$ cat src/rtl/alu_op_sequencer_if.sv
// Command/response handshake and registered-ALU operand/result bundle for alu_op_sequencer.
// The master side is the sequencer; the slave side is the command source, sink and ALU.
interface alu_op_sequencer_if #(
    parameter int unsigned WIDTH = 16
) ();
    logic             cmd_valid;
    logic             cmd_ready;
    logic [WIDTH-1:0] cmd_a;
    logic [WIDTH-1:0] cmd_b;
    logic [1:0]       cmd_fun;

    logic [WIDTH-1:0] ALU_A;
    logic [WIDTH-1:0] ALU_B;
    logic [1:0]       ALU_FUN;
    logic [WIDTH:0]   ALU_OUT;

    logic             rsp_valid;
    logic             rsp_ready;
    logic [WIDTH-1:0] rsp_result;
    logic             rsp_carry;
    logic             rsp_zero;
    logic [1:0]       rsp_fun;

    modport master (
        input  cmd_valid, cmd_a, cmd_b, cmd_fun, ALU_OUT, rsp_ready,
        output cmd_ready, ALU_A, ALU_B, ALU_FUN,
        output rsp_valid, rsp_result, rsp_carry, rsp_zero, rsp_fun
    );

    modport slave (
        output cmd_valid, cmd_a, cmd_b, cmd_fun, ALU_OUT, rsp_ready,
        input  cmd_ready, ALU_A, ALU_B, ALU_FUN,
        input  rsp_valid, rsp_result, rsp_carry, rsp_zero, rsp_fun
    );
endinterface

$ cat src/rtl/alu_op_sequencer.sv
// Issues one command at a time to a registered ALU, waits out its latency and returns the
// sliced result with carry/zero flags on a valid/ready response port.
module alu_op_sequencer #(
    parameter int unsigned WIDTH   = 16,
    parameter int unsigned ALU_LAT = 1,
    parameter int unsigned CNT_W   = 16
) (
    input  logic               clk_i,
    input  logic               rst_i,
    alu_op_sequencer_if.master seq_if,
    output logic               busy_o,
    output logic [CNT_W-1:0]   op_count_o
);
    localparam int unsigned LatW = (ALU_LAT < 2) ? 1 : $clog2(ALU_LAT + 1);

    typedef enum logic [1:0] {StIdle, StWait, StResp} state_e;

    state_e           state_q, state_d;
    logic [LatW-1:0]  lat_q, lat_d;
    logic [WIDTH-1:0] alu_a_q, alu_a_d;
    logic [WIDTH-1:0] alu_b_q, alu_b_d;
    logic [1:0]       alu_fun_q, alu_fun_d;
    logic [WIDTH-1:0] rsp_result_q, rsp_result_d;
    logic             rsp_carry_q, rsp_carry_d;
    logic             rsp_zero_q, rsp_zero_d;
    logic [1:0]       rsp_fun_q, rsp_fun_d;
    logic [CNT_W-1:0] cnt_q, cnt_d;
    logic             cmd_ready;
    logic             load;

    // In RESP the port reopens only when the pending response drains this same edge.
    always_comb begin
        cmd_ready = 1'b0;
        if (!rst_i) begin
            if (state_q == StIdle) begin
                cmd_ready = 1'b1;
            end else if (state_q == StResp) begin
                cmd_ready = seq_if.rsp_ready;
            end
        end
    end

    assign load = seq_if.cmd_valid && cmd_ready;

    always_comb begin
        state_d      = state_q;
        lat_d        = lat_q;
        alu_a_d      = alu_a_q;
        alu_b_d      = alu_b_q;
        alu_fun_d    = alu_fun_q;
        rsp_result_d = rsp_result_q;
        rsp_carry_d  = rsp_carry_q;
        rsp_zero_d   = rsp_zero_q;
        rsp_fun_d    = rsp_fun_q;
        cnt_d        = cnt_q;

        if (load) begin
            alu_a_d   = seq_if.cmd_a;
            alu_b_d   = seq_if.cmd_b;
            alu_fun_d = seq_if.cmd_fun;
            lat_d     = LatW'(ALU_LAT);
        end

        unique case (state_q)
            StIdle: begin
                if (load) begin
                    state_d = StWait;
                end
            end
            StWait: begin
                if (lat_q != '0) begin
                    lat_d = lat_q - 1'b1;
                end else begin
                    rsp_result_d = seq_if.ALU_OUT[WIDTH-1:0];
                    // Carry is meaningless for the logic functions.
                    rsp_carry_d  = alu_fun_q[1] ? 1'b0 : seq_if.ALU_OUT[WIDTH];
                    rsp_zero_d   = (seq_if.ALU_OUT[WIDTH-1:0] == '0);
                    rsp_fun_d    = alu_fun_q;
                    state_d      = StResp;
                end
            end
            StResp: begin
                if (seq_if.rsp_ready) begin
                    if (cnt_q != {CNT_W{1'b1}}) begin
                        cnt_d = cnt_q + 1'b1;
                    end
                    state_d = load ? StWait : StIdle;
                end
            end
            default: state_d = StIdle;
        endcase
    end

    always_ff @(posedge clk_i or posedge rst_i) begin
        if (rst_i) begin
            state_q      <= StIdle;
            lat_q        <= '0;
            alu_a_q      <= '0;
            alu_b_q      <= '0;
            alu_fun_q    <= '0;
            rsp_result_q <= '0;
            rsp_carry_q  <= 1'b0;
            rsp_zero_q   <= 1'b0;
            rsp_fun_q    <= '0;
            cnt_q        <= '0;
        end else begin
            state_q      <= state_d;
            lat_q        <= lat_d;
            alu_a_q      <= alu_a_d;
            alu_b_q      <= alu_b_d;
            alu_fun_q    <= alu_fun_d;
            rsp_result_q <= rsp_result_d;
            rsp_carry_q  <= rsp_carry_d;
            rsp_zero_q   <= rsp_zero_d;
            rsp_fun_q    <= rsp_fun_d;
            cnt_q        <= cnt_d;
        end
    end

    assign seq_if.cmd_ready  = cmd_ready;
    assign seq_if.ALU_A      = alu_a_q;
    assign seq_if.ALU_B      = alu_b_q;
    assign seq_if.ALU_FUN    = alu_fun_q;
    assign seq_if.rsp_valid  = (state_q == StResp);
    assign seq_if.rsp_result = rsp_result_q;
    assign seq_if.rsp_carry  = rsp_carry_q;
    assign seq_if.rsp_zero   = rsp_zero_q;
    assign seq_if.rsp_fun    = rsp_fun_q;
    assign busy_o            = (state_q != StIdle);
    assign op_count_o        = cnt_q;
endmodule

$ cat src/flat_wrapper.sv
// flat-port wrapper written by rule: the top's interface ports become plain ports
module alu_op_sequencer_flat 
#(
    parameter int unsigned WIDTH   = 16,
    parameter int unsigned ALU_LAT = 1,
    parameter int unsigned CNT_W   = 16
)
  (clk_i, rst_i, busy_o, op_count_o, seq_if_cmd_valid, seq_if_cmd_a, seq_if_cmd_b, seq_if_cmd_fun, seq_if_ALU_OUT, seq_if_rsp_ready, seq_if_cmd_ready, seq_if_ALU_A, seq_if_ALU_B, seq_if_ALU_FUN, seq_if_rsp_valid, seq_if_rsp_result, seq_if_rsp_carry, seq_if_rsp_zero, seq_if_rsp_fun);
  alu_op_sequencer_if #(.WIDTH(WIDTH)) seq_if_i ();
  input  logic clk_i;
  input  logic rst_i;
  output logic busy_o;
  output logic [CNT_W-1:0] op_count_o;
  input wire logic [$bits(seq_if_i.cmd_valid)-1:0] seq_if_cmd_valid;
  input wire logic [$bits(seq_if_i.cmd_a)-1:0] seq_if_cmd_a;
  input wire logic [$bits(seq_if_i.cmd_b)-1:0] seq_if_cmd_b;
  input wire logic [$bits(seq_if_i.cmd_fun)-1:0] seq_if_cmd_fun;
  input wire logic [$bits(seq_if_i.ALU_OUT)-1:0] seq_if_ALU_OUT;
  input wire logic [$bits(seq_if_i.rsp_ready)-1:0] seq_if_rsp_ready;
  output wire logic [$bits(seq_if_i.cmd_ready)-1:0] seq_if_cmd_ready;
  output wire logic [$bits(seq_if_i.ALU_A)-1:0] seq_if_ALU_A;
  output wire logic [$bits(seq_if_i.ALU_B)-1:0] seq_if_ALU_B;
  output wire logic [$bits(seq_if_i.ALU_FUN)-1:0] seq_if_ALU_FUN;
  output wire logic [$bits(seq_if_i.rsp_valid)-1:0] seq_if_rsp_valid;
  output wire logic [$bits(seq_if_i.rsp_result)-1:0] seq_if_rsp_result;
  output wire logic [$bits(seq_if_i.rsp_carry)-1:0] seq_if_rsp_carry;
  output wire logic [$bits(seq_if_i.rsp_zero)-1:0] seq_if_rsp_zero;
  output wire logic [$bits(seq_if_i.rsp_fun)-1:0] seq_if_rsp_fun;
  assign seq_if_i.cmd_valid = seq_if_cmd_valid;
  assign seq_if_i.cmd_a = seq_if_cmd_a;
  assign seq_if_i.cmd_b = seq_if_cmd_b;
  assign seq_if_i.cmd_fun = seq_if_cmd_fun;
  assign seq_if_i.ALU_OUT = seq_if_ALU_OUT;
  assign seq_if_i.rsp_ready = seq_if_rsp_ready;
  assign seq_if_cmd_ready = seq_if_i.cmd_ready;
  assign seq_if_ALU_A = seq_if_i.ALU_A;
  assign seq_if_ALU_B = seq_if_i.ALU_B;
  assign seq_if_ALU_FUN = seq_if_i.ALU_FUN;
  assign seq_if_rsp_valid = seq_if_i.rsp_valid;
  assign seq_if_rsp_result = seq_if_i.rsp_result;
  assign seq_if_rsp_carry = seq_if_i.rsp_carry;
  assign seq_if_rsp_zero = seq_if_i.rsp_zero;
  assign seq_if_rsp_fun = seq_if_i.rsp_fun;
  alu_op_sequencer #(.WIDTH(WIDTH), .ALU_LAT(ALU_LAT), .CNT_W(CNT_W)) u_core (.clk_i(clk_i), .rst_i(rst_i), .seq_if(seq_if_i), .busy_o(busy_o), .op_count_o(op_count_o));
endmodule
$ cat config.mk
export PLATFORM = sky130hd
export DESIGN_NAME = alu_op_sequencer_flat
export DESIGN_NICKNAME = d
export VERILOG_FILES = /design/src/rtl/alu_op_sequencer_if.sv /design/src/rtl/alu_op_sequencer.sv /design/src/flat_wrapper.sv
export SDC_FILE = /design/constraint.sdc
export NUM_CORES = 1
export LEC_CHECK = 0
export BUFFER_PORTS_ARGS = -buffer_cell sky130_fd_sc_hd__buf_4
export CAP_MARGIN = 20
export CORE_MARGIN = 5
export CORE_UTILIZATION = 51
export DETAILED_ROUTE_END_ITERATION = 10
export PLACE_DENSITY = 0.84
export SYNTH_ARGS = -nofsm -noshare
export SYNTH_HDL_FRONTEND = slang
export SYNTH_SLANG_ARGS = --single-unit
$ cat constraint.sdc
create_clock -name clk_i -period 6.01 [get_ports clk_i]
set_clock_uncertainty 0.1 [all_clocks]
set_input_delay 1.202 -clock clk_i [delete_from_list [all_inputs] [get_ports clk_i]]
set_output_delay 1.202 -clock clk_i [all_outputs]
set_load 0.005 [all_outputs]
==> results of run 1 <==
-- cells by family (layout without fill, tap and decap cells) --
family | count (synthesis) | in the layout | synth area share
flops | 73 | 73 | 0.5981
mux | 55 | 55 | 0.2036
simple gates | 54 | 54 | 0.1213
xor+xnor | 11 | 11 | 0.03154
buf+inv | 11 | 147 | 0.01925
compound gates | 10 | 10 | 0.02212
fa+ha+maj | 1 | 1 | 0.004096
-- worst paths after layout --
kind	startpoint	end	cells after the start
hold / removal	u_core.seq_if.rsp_zero$_DFFE_PP0P_	u_core.seq_if.rsp_zero$_DFFE_PP0P_	2
hold reg to reg	u_core.seq_if.rsp_zero$_DFFE_PP0P_	u_core.seq_if.rsp_zero$_DFFE_PP0P_	2
max in group asynchronous	rst_i	u_core.seq_if.rsp_result[11]$_DFFE_PP0P_	3
setup / recovery	seq_if_rsp_ready	seq_if_cmd_ready	4
min in group asynchronous	rst_i	u_core.seq_if.ALU_A[11]$_DFFE_PP0P_	2
setup reg to reg	u_core.state_q[1]$_DFFE_PP0P_	u_core.seq_if.ALU_A[15]$_DFFE_PP0P_	3
-- metal layers --
metal | vias up | global-route usage | part of all wire | routed length (um)
met4 | 0 | 0.09484 | 0.025 | 179
li1 | 1038 | - | - | -
met2 | 94 | 0.3144 | 0.48 | 3423
met1 | 1092 | 0.2477 | 0.41 | 2910
met3 | 17 | 0.04730 | 0.083 | 593
met5 | - | 0 | 0 | 0
-- Yosys cell counts, types with 2 or more instances --
| cell type | instances | share of area |
|---|---|---|
| a21oi_1 | 3 | 0.0049 |
| xor2_1 | 6 | 0.017 |
| nor4_4 | 2 | 0.014 |
| nand4b_1 | 2 | 0.0057 |
| xnor2_1 | 5 | 0.014 |
| nand4_1 | 6 | 0.012 |
| o21ai_0 | 2 | 0.0033 |
| inv_1 | 3 | 0.0037 |
| nand2_1 | 9 | 0.011 |
| nor2b_1 | 2 | 0.0041 |
| nor2_1 | 3 | 0.0037 |
| dfrtp_1 | 73 | 0.60 |
| buf_2 | 2 | 0.0033 |
| mux2_2 | 17 | 0.063 |
| nand3_1 | 4 | 0.0066 |
| and4_1 | 2 | 0.0057 |
| nor4_1 | 7 | 0.014 |
| nor3_1 | 5 | 0.0082 |
| buf_4 | 4 | 0.0098 |
| mux2_1 | 36 | 0.13 |
| nand2b_1 | 3 | 0.0061 |
-- stage by stage --
stage | power [mW] | worst slack, ns | util | area [sq um]
6_report | 1.820 | 2.921 | 0.7222 | 4250
5_1_grt | 1.945 | 2.901 | 0.7222 | 4250
4_1_cts | 1.844 | 2.925 | 0.7222 | 4250
3_5_place_dp | 1.485 | 2.933 | 0.6909 | 4066
3_3_place_gp | 1.453 | 2.959 | 0.6909 | 4066
2_1_floorplan | 1.074 | 2.855 | - | 3054
-- state kept, by name, summed over array words and instances, names as in the netlist --
signal and count:
u_core.seq_if.rsp_fun 2, u_core.seq_if.rsp_result 16, u_core.seq_if.ALU_FUN 2, u_core.seq_if.rsp_zero 1, u_core.seq_if.ALU_B 16, u_core.op_count_o 16
u_core.seq_if.ALU_A 16, u_core.lat_q 1, u_core.state_q 2, u_core.seq_if.rsp_carry 1
-- power groups by stage --
stage	sequential, mW	combinational [mW]	clock [mW]
4_1_cts	0.814	0.662	0.368
6_report	0.813	0.647	0.360
5_1_grt	0.840	0.710	0.395
2_1_floorplan	0.823	0.250	0
3_5_place_dp	0.824	0.661	0
3_3_place_gp	0.811	0.642	0
-- layout make-up --
class | count | area (sq um) | area share
Multi-Input combinational cell | 131 | 1170 | 0.2752
Clock buffer | 9 | 123.9 | 0.02914
Inverter | 4 | 15.01 | 0.003533
Clock inverter | 6 | 60.06 | 0.01413
Timing Repair Buffer | 128 | 960.9 | 0.2261
Tap cell | 75 | 93.84 | 0.02208
Sequential cell | 73 | 1827 | 0.4298
-- critical path, cell delays in order --
cell and delay [ns]:
buf_4 0.11, inv_2 0.04, a211oi_2 0.27, buf_4 0.16
==> results.yml, run 1 <==
global_route:
  antenna_found_initial: 0
  grt_pass1_vias: 2336
  grt_pass1_wl_um: 11480
  grt.total_usage: 0.1956
  overflow: 0
  grt_max_degree: 50
sta:
  drv_slew: 0
  clock.fmax_mhz: 323.8
  hold_violations: 0
  setup_viol: 0
  rsz0062_at_grt: "no"
  fin_setup_tns_ns: 0
  fin_crit_sh: 0.5139
  fin_crit_ns: 3.089
  slew_headroom: 0.3771
  worstMarginPinSlew_ns: 0.9343
  fin_hold_ws_ns: 0.3792
die:
  pin_count: 128
  fp-row-count: 28
  start_util: 0.5189
  die_w_um: 87.39
  core_area_sq_mm: 0.005886
  die_area_sq_mm: 0.007636
  die_h_um: 87.39
power:
  intPower_mw: 1.290
  power_density_mw_per_mm2: 428.1
  p_sw_uw: 529.4
  clockPowerShare: 0.198
  sw_frac_of_total: 0.2909
  comb_power_share: 0.356
  ir_drop_mv: 0.2200
  p_leak_nw: 2.040
  p_seq_frac: 0.447
cells_and_area:
  nNetsFinal: 403
  area_growth_pct: 39.16
  final_common_cell: "buf_4"
  final_layout_size_suffix_gt1_frac: 0.4929
  diodes: 0
  fin_cells: 426
  layout_common_cells: "128 x buf_4, 73 x dfrtp_1, 36 x mux2_1"
  fillCellCount: 443
place:
  io_buffers: 127
  gp_congestion: 0.7611
  post-dp-hpwl_um: 5376
  dp.cells: 411
logic_synthesis:
  synth-seq-cells: 73
  synth_edf_count: 0
  ys_seq_area_frac: 0.5981
  netlist_area_sq_mm: 0.003054
  syn_inst: 215
  synth_ff_type: "dfrtp_1"
  syn-num-nets: 271
  yosysWarningCount: 0
  syn_area_per_cell_sq_um: 14.21
  synthArstFlopShare: 1.000
  synthDistinctLibCells: 40
route:
  firstDrtPassIters: 4
  routed_wl_um: 7107
  drtIter0Drc: 108
  via_per_inst: 5.261
  wl_per_cell_um: 16.68
  drc_errors: 0
  dr_total_vias: 2241
  antenna_left: 0
clock_network:
  htreeDepth: 3
  clk_latency_ns: 0.33
  numClockSinks: 73
  cts_setup_buffers: 0
  root_buffer: "clkbuf_8"
  clock_tree.buffer_depth: 2
  ctsHoldBuffers: 0
  cts_tree: "yes"
  clk_pin_slew_ns: 0.07
  cts_buffers: 9
  post_cts_resized: 0
setup_path:
  arrival_ns: 1.79
  critPathMaxFanout: 5
  ff2ff_setup_slack_ns: 3.90
  criticalPathCategory: "primary input to primary output"
  crit_path_end_kind: "primary output"
  startpoint_type: "primary input"
  required_ns: 4.71
worst_hold_path:
  worst_hold_path_type: "flip-flop to flip-flop"
status:
  outcome: "complete, no violations"
flow_run:
  cap_violations: 0
Note: power is estimated with default switching activity, not from simulation.
==> inputs of run 2 (changes only) <==
--- a/config.mk
+++ b/config.mk
@@ -5,12 +5,13 @@
 export SDC_FILE = /design/constraint.sdc
 export NUM_CORES = 1
 export LEC_CHECK = 0
+export ABC_AREA = 1
 export BUFFER_PORTS_ARGS = -buffer_cell sky130_fd_sc_hd__buf_4
 export CAP_MARGIN = 20
 export CORE_MARGIN = 5
-export CORE_UTILIZATION = 51
+export CORE_UTILIZATION = 44
 export DETAILED_ROUTE_END_ITERATION = 10
-export PLACE_DENSITY = 0.84
+export PLACE_DENSITY = 0.76
 export SYNTH_ARGS = -nofsm -noshare
 export SYNTH_HDL_FRONTEND = slang
 export SYNTH_SLANG_ARGS = --single-unit
==> constraint.sdc (replaced) <==
create_clock -name clk_i -period 2.65 [get_ports clk_i]
set_clock_uncertainty 0.1 [all_clocks]
set_input_delay 0.53 -clock clk_i [delete_from_list [all_inputs] [get_ports clk_i]]
set_output_delay 0.53 -clock clk_i [all_outputs]
set_load 0.005 [all_outputs]
==> results.yml, run 2 <==
status:
  outcome: "complete, no violations"
place:
  place_ws_ns: 0.5786
  post-dp-hpwl_um: 6193
  gp_congestion: 0.8575
  io_buffers: 127
setup_path:
  critPathTopFamily: "flip-flops"
  cp.buffers_inverters: 1
  required_ns: 2.02
  slowest_stage: "dfrtp_1"
  path_cells: "or2_1, a21oi_4, buf_4"
  crit_path_end_kind: "primary output"
  startpoint_type: "flip-flop"
  arrival_ns: 1.58
  path_depth: 3
  critPathMaxFanout: 12
  crit_path_max_incr_delay_ns: 0.42
  r2r_cells: 10
  criticalPathCategory: "flip-flop to primary output"
cells_and_area:
  nNetsFinal: 576
  layout_common_cells: "161 x nand2_1, 130 x buf_4, 73 x dfrtp_1"
  area_growth_pct: 38.02
  final_layout_size_suffix_gt1_frac: 0.2952
  post-route-util: 0.6226
  final_common_cell: "nand2_1"
  fillCellCount: 678
  diodes: 0
logic_synthesis:
  synth-seq-cells: 73
  synthDistinctLibCells: 23
  muxShareOfSynthArea: 0.01384
  syn-num-nets: 449
  syn_inst: 393
  synth_ff_type: "dfrtp_1"
  synth-xor-area-share: 0.01884
  yosysTopAreaCell: "dfrtp_1"
  synth_common_cells: "161 x nand2_1, 73 x dfrtp_1, 43 x nand3_1"
  synth_edf_count: 0
  synth_top_family_by_area: "simple AND/OR/NAND/NOR gates"
  yosys-top-cells-area: "dfrtp_1 56%, nand2_1 19%, nand3_1 6.6%, inv_1 3.5%, o21ai_0 2.8%"
  yosys.area_share.simple: 0.3026
  synth-compound-area-share: 0.04075
  synthArstFlopShare: 1.000
  ys_seq_area_frac: 0.5613
  syn_area_per_cell_sq_um: 8.281
  yosysWarningCount: 0
  synth_fa_ha_area_frac: 0.003845
  post-synth-top-count-cell: "nand2_1"
  netlist_area_sq_mm: 0.003254
  synth_top_area_frac: 0.5613
route:
  top_layer: "met4"
  dr_total_vias: 3011
  antenna_left: 0
  firstDrtPassIters: 4
  drtIter0Drc: 87
  met3_length_um: 796
  drc_errors: 0
  routed_wl_um: 8341
  dr_wl_met2_um: 3888
  via_per_inst: 4.825
  wl_per_cell_um: 13.37
  drt-met1-wl_um: 3507
clock_network:
  clk_latency_ns: 0.34
  post_cts_resized: 0
  numClockSinks: 73
  clk_pin_slew_ns: 0.07
  root_buffer: "clkbuf_8"
  ctsHoldBuffers: 0
  cts_tree: "yes"
  clock_tree.buffer_depth: 2
  htreeDepth: 3
  cts_setup_buffers: 0
  cts_buffers: 9
sta:
  clock.fmax_mhz: 452.6
  fin_setup_tns_ns: 0
  fin_crit_sh: 0.8337
  rsz0062_at_grt: "no"
  drv_slew: 0
  fin_ws_ns: 0.4406
  hold_violations: 0
  fin_crit_ns: 2.209
  setup_viol: 0
  slew_headroom: 0.5701
  worstMarginPinSlew_ns: 0.6426
worst_hold_path:
  worst_hold_path_type: "primary input to asynchronous set/reset pin"
die:
  die_w_um: 96
  core_area_sq_mm: 0.007214
  die_area_sq_mm: 0.009216
  pin_count: 128
  die_h_um: 96
  fp-row-count: 31
  start_util: 0.4511
power:
  power_density_mw_per_mm2: 929.8
  p_leak_nw: 2.433
  ir_drop_mv: 0.5873
global_route:
  antenna_found_initial: 0
  grt_pass1_vias: 2996
  overflow: 0
  grt_pass1_wl_um: 14010
  grt.total_usage: 0.1960
  grt_max_degree: 49
flow_run:
  cap_violations: 0
[run 2: changes by cell type after synthesis, sizes merged, moves of 8 or more]
cell | before | now
o21ai | 2 | 18
nor2 | 4 | 21
nor4 | 9 | 1
mux2 | 54 | 4
inv | 4 | 31
nand3 | 5 | 43
nand2 | 9 | 163
[run 2: power by group]
part	total (mW)	internal, mW	leakage (nW)	switching (mW)
clock	0.838	0.440	0.102	0.397
sequential	1.83	1.55	0.925	0.281
combinational	1.51	0.817	1.41	0.696
total	4.18	2.80	2.43	1.37
[run 2: tightest hold or removal path, delay by kind of cell]
kind     cells  cell delay [ns]
buf+inv      3             0.45
[run 2: stage by stage]
stage	hold WS [ns]	cells	total power [mW]	instance area (sq um)
final	0.1623	624	4.177	4492
after global routing	0.1818	624	4.505	4492
after CTS	0.1681	624	4.232	4492
after detailed placement	0.3628	608	3.389	4299
after global placement	0.3558	608	3.336	4299
after floorplan	0.3594	393	2.456	3254
[run 2: area by class of cell]
class / count / area (sq um) / area share
inverters: 31 / 116.4 / 0.02591
repair buffers: 131 / 996.0 / 0.2217
clock inverters: 2 / 10.01 / 0.002228
well taps: 99 / 123.9 / 0.02758
clock buffers: 14 / 182.7 / 0.04067
flip-flops and latches: 73 / 1827 / 0.4067
multi-input cells: 274 / 1236 / 0.2752
[run 2: cells by family (layout without fill, tap and decap cells)]
kind of cell             count (synthesis)  count (layout)
AND/OR/NAND/NOR                        239             239
flip-flops                              73              73
buffers and inverters                   46             178
AO/OA/AOI/OAI                           23              23
XOR/XNOR                                 7               7
multiplexers                             4               4
adder cells (fa/ha/maj)                  1               1
[run 2: layer usage]
metal,global-route usage,up-vias
met3,0.07115,10
met5,0,-
met1,0.2387,1398
met4,0.08057,0
li1,-,1497
met2,0.3140,106
[run 2: final timing paths]
path | start | to | slack (ns)
worst min register to register | u_core.seq_if.ALU_A[14]$_DFFE_PP0P_ | u_core.seq_if.ALU_A[14]$_DFFE_PP0P_ | 0.38
worst max-delay path | u_core.state_q[0]$_DFFE_PP0P_ | seq_if_cmd_ready | 0.44
worst min-delay path | rst_i | u_core.seq_if.ALU_FUN[1]$_DFFE_PP0P_ | 0.16
worst max register to register | u_core.op_count_o[0]$_DFFE_PP0P_ | u_core.op_count_o[0]$_DFFE_PP0P_ | 0.54
max in group asynchronous | rst_i | u_core.seq_if.ALU_B[5]$_DFFE_PP0P_ | 2.00
min in group clk_i | seq_if_rsp_ready | u_core.state_q[1]$_DFFE_PP0P_ | 0.27
